File: config.mk
export PLATFORM = sky130hd
export DESIGN_NAME = approx_err_monitor
export DESIGN_NICKNAME = d
export VERILOG_FILES = /design/src/rtl/approx_mult_pkg.sv /design/src/rtl/op_delay_line.sv /design/src/rtl/approx_err_monitor.sv
export SDC_FILE = /design/constraint.sdc
export NUM_CORES = 1
export LEC_CHECK = 0
export CORE_MARGIN = 2
export CORE_UTILIZATION = 60
export CTS_CLUSTER_SIZE = 28
export DETAILED_ROUTE_END_ITERATION = 6
export PLACE_DENSITY = 0.92
export SYNTH_ARGS = -nofsm -noshare
export SYNTH_HDL_FRONTEND = slang
export SYNTH_HIERARCHICAL = 1
export SYNTH_SLANG_ARGS = --single-unit
File: constraint.sdc
create_clock -name clk -period 19.95 [get_ports clk]
set_clock_uncertainty 0.2 [all_clocks]
set_input_delay 5.985 -clock clk [delete_from_list [all_inputs] [get_ports clk]]
set_output_delay 5.985 -clock clk [all_outputs]
set_load 0.1 [all_outputs]
File: src/rtl/approx_mult_pkg.sv
// Shared types and width helpers for the approximate-multiplier error monitor.
package approx_mult_pkg;

    typedef enum logic [1:0] {
        ST_IDLE  = 2'd0,
        ST_SWEEP = 2'd1,
        ST_DRAIN = 2'd2,
        ST_DONE  = 2'd3
    } state_t;

    localparam int DEF_WIDTH = 4;

    // Accumulator widths derived from the operand width.
    function automatic int prod_w(input int w);
        return 2 * w;
    endfunction

    function automatic int cnt_w(input int w);
        return 2 * w + 1;
    endfunction

    function automatic int sum_w(input int w);
        return 4 * w;
    endfunction

    function automatic int serr_w(input int w);
        return 4 * w + 1;
    endfunction

endpackage

File: src/rtl/op_delay_line.sv
// PIPE_LAT-deep shift register carrying the {a, x, valid} tag alongside the
// multiplier pipeline; collapses to wires when PIPE_LAT is 0.
module op_delay_line #(
    parameter int WIDTH    = 4,
    parameter int PIPE_LAT = 2
) (
    input  logic             clk,
    input  logic             rst_n,
    input  logic [WIDTH-1:0] a_in,
    input  logic [WIDTH-1:0] x_in,
    input  logic             valid_in,
    output logic [WIDTH-1:0] a_out,
    output logic [WIDTH-1:0] x_out,
    output logic             valid_out
);

    generate
        if (PIPE_LAT == 0) begin : g_pass
            assign a_out     = a_in;
            assign x_out     = x_in;
            assign valid_out = valid_in;
        end else begin : g_pipe
            logic [PIPE_LAT-1:0][2*WIDTH:0] stage;

            always_ff @(posedge clk or negedge rst_n) begin
                if (!rst_n) begin
                    stage <= '0;
                end else begin
                    stage[0] <= {a_in, x_in, valid_in};
                    for (int i = 1; i < PIPE_LAT; i++) begin
                        stage[i] <= stage[i-1];
                    end
                end
            end

            assign {a_out, x_out, valid_out} = stage[PIPE_LAT-1];
        end
    endgenerate

endmodule

File: src/rtl/approx_err_monitor.sv
// Exhaustive on-chip accuracy sweep around a WIDTHxWIDTH approximate multiplier.
// Optional signed bias accumulator sum_err is enabled by APPROX_ERR_BIAS_EN.
//
// state    | meaning
// ST_IDLE  | waiting for start, results cleared
// ST_SWEEP | driving operand pair idx, one per cycle
// ST_DRAIN | flushing PIPE_LAT in-flight products
// ST_DONE  | results valid and held until next start
module approx_err_monitor
    import approx_mult_pkg::*;
#(
    parameter int WIDTH    = DEF_WIDTH,
    parameter int PIPE_LAT = 0
) (
    input  logic                 clk,
    input  logic                 rst_n,
    input  logic                 start,
    output logic                 busy,
    output logic                 done,
    output logic [WIDTH-1:0]     op_a,
    output logic [WIDTH-1:0]     op_x,
    input  logic [2*WIDTH-1:0]   prod_in,
    output logic [2*WIDTH:0]     err_count,
    output logic [4*WIDTH-1:0]   sum_ed,
    output logic [2*WIDTH-1:0]   max_ed,
    output logic [WIDTH-1:0]     worst_a,
    output logic [WIDTH-1:0]     worst_x
`ifdef APPROX_ERR_BIAS_EN
    ,
    output logic signed [4*WIDTH:0] sum_err
`endif
);

    localparam int PW      = prod_w(WIDTH);
    localparam int CW      = cnt_w(WIDTH);
    localparam int SW      = sum_w(WIDTH);
    localparam int DRAIN_W = (PIPE_LAT > 1) ? $clog2(PIPE_LAT) : 1;

    state_t               state, state_nxt;
    logic [PW-1:0]        idx, idx_nxt;
    logic [DRAIN_W-1:0]   drain_cnt, drain_nxt;
    logic                 clear_acc;
    logic                 sweeping;

    always_ff @(posedge clk or negedge rst_n) begin
        if (!rst_n) begin
            state     <= ST_IDLE;
            idx       <= '0;
            drain_cnt <= '0;
        end else begin
            state     <= state_nxt;
            idx       <= idx_nxt;
            drain_cnt <= drain_nxt;
        end
    end

    always_comb begin
        state_nxt = state;
        idx_nxt   = idx;
        drain_nxt = drain_cnt;
        clear_acc = 1'b0;
        case (state)
            ST_IDLE, ST_DONE: begin
                if (start) begin
                    state_nxt = ST_SWEEP;
                    idx_nxt   = '0;
                    clear_acc = 1'b1;
                end
            end
            ST_SWEEP: begin
                idx_nxt = idx + PW'(1);
                if (idx == {PW{1'b1}}) begin
                    if (PIPE_LAT > 0) begin
                        state_nxt = ST_DRAIN;
                        drain_nxt = DRAIN_W'(PIPE_LAT - 1);
                    end else begin
                        state_nxt = ST_DONE;
                    end
                end
            end
            ST_DRAIN: begin
                if (drain_cnt == '0) begin
                    state_nxt = ST_DONE;
                end else begin
                    drain_nxt = drain_cnt - DRAIN_W'(1);
                end
            end
            default: state_nxt = ST_IDLE;
        endcase
    end

    assign sweeping = (state == ST_SWEEP);
    assign busy     = sweeping || (state == ST_DRAIN);
    assign done     = (state == ST_DONE);
    assign op_a     = sweeping ? idx[PW-1:WIDTH] : '0;
    assign op_x     = sweeping ? idx[WIDTH-1:0]  : '0;

    // Tag of the pair whose product is currently on prod_in.
    logic [WIDTH-1:0] tag_a, tag_x;
    logic             tag_v;

    generate
        if (PIPE_LAT > 0) begin : g_dly
            op_delay_line #(
                .WIDTH    (WIDTH),
                .PIPE_LAT (PIPE_LAT)
            ) u_op_delay_line (
                .clk       (clk),
                .rst_n     (rst_n),
                .a_in      (op_a),
                .x_in      (op_x),
                .valid_in  (sweeping),
                .a_out     (tag_a),
                .x_out     (tag_x),
                .valid_out (tag_v)
            );
        end else begin : g_comb
            assign tag_a = op_a;
            assign tag_x = op_x;
            assign tag_v = sweeping;
        end
    endgenerate

    logic [PW-1:0] exact;
    logic [PW-1:0] ed;

    assign exact = {{WIDTH{1'b0}}, tag_a} * {{WIDTH{1'b0}}, tag_x};
    assign ed    = (prod_in >= exact) ? (prod_in - exact) : (exact - prod_in);

    always_ff @(posedge clk or negedge rst_n) begin
        if (!rst_n) begin
            err_count <= '0;
            sum_ed    <= '0;
            max_ed    <= '0;
            worst_a   <= '0;
            worst_x   <= '0;
        end else if (clear_acc) begin
            err_count <= '0;
            sum_ed    <= '0;
            max_ed    <= '0;
            worst_a   <= '0;
            worst_x   <= '0;
        end else if (tag_v) begin
            err_count <= err_count + {{(CW-1){1'b0}}, |ed};
            sum_ed    <= sum_ed + {{(SW-PW){1'b0}}, ed};
            // Strict compare keeps the earliest pair on ties.
            if (ed > max_ed) begin
                max_ed  <= ed;
                worst_a <= tag_a;
                worst_x <= tag_x;
            end
        end
    end

`ifdef APPROX_ERR_BIAS_EN
    logic signed [PW:0] err_s;

    assign err_s = $signed({1'b0, prod_in}) - $signed({1'b0, exact});

    always_ff @(posedge clk or negedge rst_n) begin
        if (!rst_n) begin
            sum_err <= '0;
        end else if (clear_acc) begin
            sum_err <= '0;
        end else if (tag_v) begin
            sum_err <= sum_err + {{(SW-PW){err_s[PW]}}, err_s};
        end
    end
`endif

endmodule

==> flow_metrics.py <==
metrics = {
    "run_status": {
        "status": "finished, final reports clean",
    },
    "detailed_routing": {
        "drt-total-wl_um": 10200,
        "vias": 3618,
        "routedWlPerCell_um": 16.8,
        "drt_iter0_drc": 250,
        "drc": 0,
        "avgViaCountPerCell": 5.96,
        "dr.pass1.iters": 4,
        "postRouteAntennaNets": 0,
    },
    "logic_synthesis": {
        "syn_inst": 461,
        "synth_edf_count": 0,
        "synth_common_cells": "dfrtp_1 (51), ha_1 (48), inv_1 (39)",
        "yosysTopAreaCell": "dfrtp_1",
        "synth_nets": 527,
        "yosysMostFrequentCell": "dfrtp_1",
        "syn-cell-area_um2": 4250,
        "ys_ff_latch": 51,
        "yosys_warnings": 6,
        "syn_avg_cell_area_um2": 9.22,
        "yosysSeqAreaShare_pct": 30.0,
        "netlist_top_cells_area": "dfrtp_1 (30%), ha_1 (14%), a21oi_1 (3.9%)",
        "yosysTopAreaCellShare_pct": 30.0,
        "synthArstFlopShare_pct": 100,
        "post_synth_num_cell_types": 70,
        "synth_flop_cell": "dfrtp_1",
    },
    "clocking": {
        "cts.clk_slew.worst_paths_ns": 0.09,
        "h-tree-depth": 2,
        "cts_buffer_depth": 2,
        "cts.root.buffer_cell": "clkbuf_8",
        "numCtsBuffers": 5,
        "holdBufCountCts": 0,
        "clock_latency_ns": 0.31,
        "cts_tree": "built",
        "cts_setup_buffers": 0,
        "clock_sinks": 51,
        "cts-resized-gates": 0,
    },
    "finish": {
        "seqCellArea_um2": 1280,
        "fin_util_pct": 72.3,
        "n_antenna_cell": 0,
        "layout.nets": 576,
        "final_area_um2": 4940,
        "drive_gt1_share_pct": 8.41,
        "syn2layout_area_growth_pct": 16.1,
        "multi_input_area_um2": 2680,
        "n_fill_cell": 507,
    },
    "floorplan": {
        "fp.dieW_um": 88.2,
        "std_cell_rows": 30,
        "core-area_um2": 6830,
        "die-area_um2": 7780,
        "die_h_um": 88.2,
        "ioPinCount": 62,
        "start_util_pct": 62.2,
    },
    "global_routing": {
        "gr-usage-all-layers_pct": 27.8,
        "grt_pass1_wl_um": 17300,
        "grt_antenna_before_repair": 0,
        "grt_pass1_vias": 3675,
        "grt-ovfl-total": 0,
        "grt_max_degree": 52,
    },
    "critical_path": {
        "worst-path-buf-inv": 2,
        "cp.required_ns": 19.96,
        "end_kind": "flip-flop",
        "crit_arrival_ns": 10.91,
        "crit_path_frequent_cell": "ha_1",
        "crit_fanout": 16,
        "cpPeakStageDelay_ns": 0.49,
        "cp_top_family": "compound AO/OA/AOI/OAI gates",
        "crit_chain": "clkdlybuf4s50_1 > inv_1 > ha_1 > fa_1 > nand3b_2 > a31oi_4 > nor2_4 > o211a_2 > o311ai_1 > a21oi_1 > xnor2_1 > ha_1 > a21o_1 > a2111o_1 > nor3b_2 > o211a_1 > o32a_4 > nor3_1 > a211oi_1",
        "criticalPathCategory": "input port to flip-flop",
        "crit_path_top_delay_cell": "clkdlybuf4s50_1",
        "startpoint_type": "input port",
    },
    "timing": {
        "setup_viol": 0,
        "slew_headroom_pct": 25.2,
        "period_share_pct": 54.6,
        "fmax_mhz": 91.8,
        "maxSlewViolCount": 0,
        "layout_min_cycle_time_ns": 10.90,
        "worstMarginPinSlew_ns": 1.12,
        "hold_violations": 0,
        "finalSetupTns_ns": 0,
        "rsz0062_at_grt": "no",
    },
    "run": {
        "drv_cap": 0,
    },
    "pwr": {
        "switchingPower_uw": 424,
        "clkPwrFrac_pct": 8.6,
        "p_sw_share_pct": 59.5,
        "internal-power_uw": 289,
        "powerDensity_nw_per_um2": 144,
        "design_power_total_uw": 713,
        "p_leak_uw": 0.00230,
        "pwr-share-seq_pct": 23.3,
        "pwr-share-comb_pct": 68.1,
        "peakVddDrop_mv": 0.117,
    },
    "place": {
        "hpwlAfterDp_um": 7620,
        "place.gp.congestion": 0.991,
        "place_area_um2": 4850,
        "io_buffers": 61,
    },
    "worst_hold_path": {
        "hp-class": "flip-flop to flip-flop",
    },
}
final cells by class:
cell class	instances	area share, %
Clock buffer	6	1.47
Clock inverter	2	0.355
Inverter	39	2.97
Multi-Input combinational cell	350	54.4
Sequential cell	51	25.8
Tap cell	96	2.43
Timing Repair Buffer	63	12.6
kinds of logic after synthesis:
kind of cell | share of synthesized area (%)
adders and majority gates | 17.4
and+or+nand+nor | 19.2
muxes | 2.91
xor gates and xnor gates | 5.77
AOI/OAI and AO/OA | 17.8
DFF | 30.0
buffers and inverters | 6.86
cell usage in the layout, fill, tap and decap left out, types with 3 or more instances in the layout:
cell / synthesis / routed
fa_1: 7 / 7
a22o_1: 3 / 3
a21o_1: 10 / 10
nand4_1: 7 / 7
and2_1: 12 / 12
inv_1: 39 / 39
nor3_2: 3 / 3
xor2_1: 17 / 17
mux2i_1: 9 / 9
clkdlybuf4s50_1: 0 / 60
o21ai_2: 8 / 8
o21ai_0: 16 / 16
nor2b_1: 3 / 3
nand2b_1: 5 / 5
clkbuf_8: 2 / 5
a21oi_1: 33 / 33
a211oi_1: 4 / 4
and3_1: 12 / 12
nor2_1: 29 / 29
nand3b_1: 3 / 3
dfrtp_1: 51 / 51
nand3_1: 24 / 24
ha_1: 48 / 48
o21ai_1: 4 / 4
nand2_1: 29 / 29
o21bai_1: 3 / 3
nor3_1: 7 / 7
xnor2_1: 11 / 11
or3_1: 4 / 4
path summary, 6_finish.rpt:
kind	depth (start not counted)	from	slack (ns)	to
worst min register to register	1	state[0]	0.32	state[0]
min in group asynchronous	1	rst_n	5.68	sum_ed[15]
worst max register to register	32	state[1]	11.96	max_ed[3]
max in group asynchronous	1	rst_n	13.18	worst_x[2]
worst max-delay path	19	prod_in[0]	9.05	max_ed[3]
worst min-delay path	1	state[0]	0.32	state[0]
through the flow:
| stage | hold WS (ns) | instances | setup WS [ns] |
|---|---|---|---|
| global placement | 0.278 | 599 | 9.10 |
| detailed placement | 0.295 | 599 | 8.78 |
| global route | 0.347 | 607 | 8.66 |
| CTS | 0.321 | 607 | 9.07 |
| finish | 0.318 | 607 | 9.05 |
| floorplan | 0.262 | 461 | 9.82 |
sequential cells by signal, indices dropped and copies added, names as in the netlist:
signal     count
sum_ed        16
err_count      9
idx            8
max_ed         8
worst_a        4
worst_x        4
state          2
power by group through the flow:
stage / sequential, uW / combinational (uW) / clock [uW]
6_report: 166 / 486 / 61.2
5_1_grt: 170 / 516 / 67.0
4_1_cts: 165 / 484 / 60.7
3_5_place_dp: 167 / 481 / 0
3_3_place_gp: 165 / 468 / 0
2_1_floorplan: 307 / 245 / 0
routing by layer:
layer  up-vias  GRT usage (%)  wire [um]
met5         -              0          0
met4         0           8.40        261
met3        29           7.16        747
met2       138           45.9       4970
met1      1753           36.1       4230
li1       1698              -          -
Power figures use the tool's default switching activity.
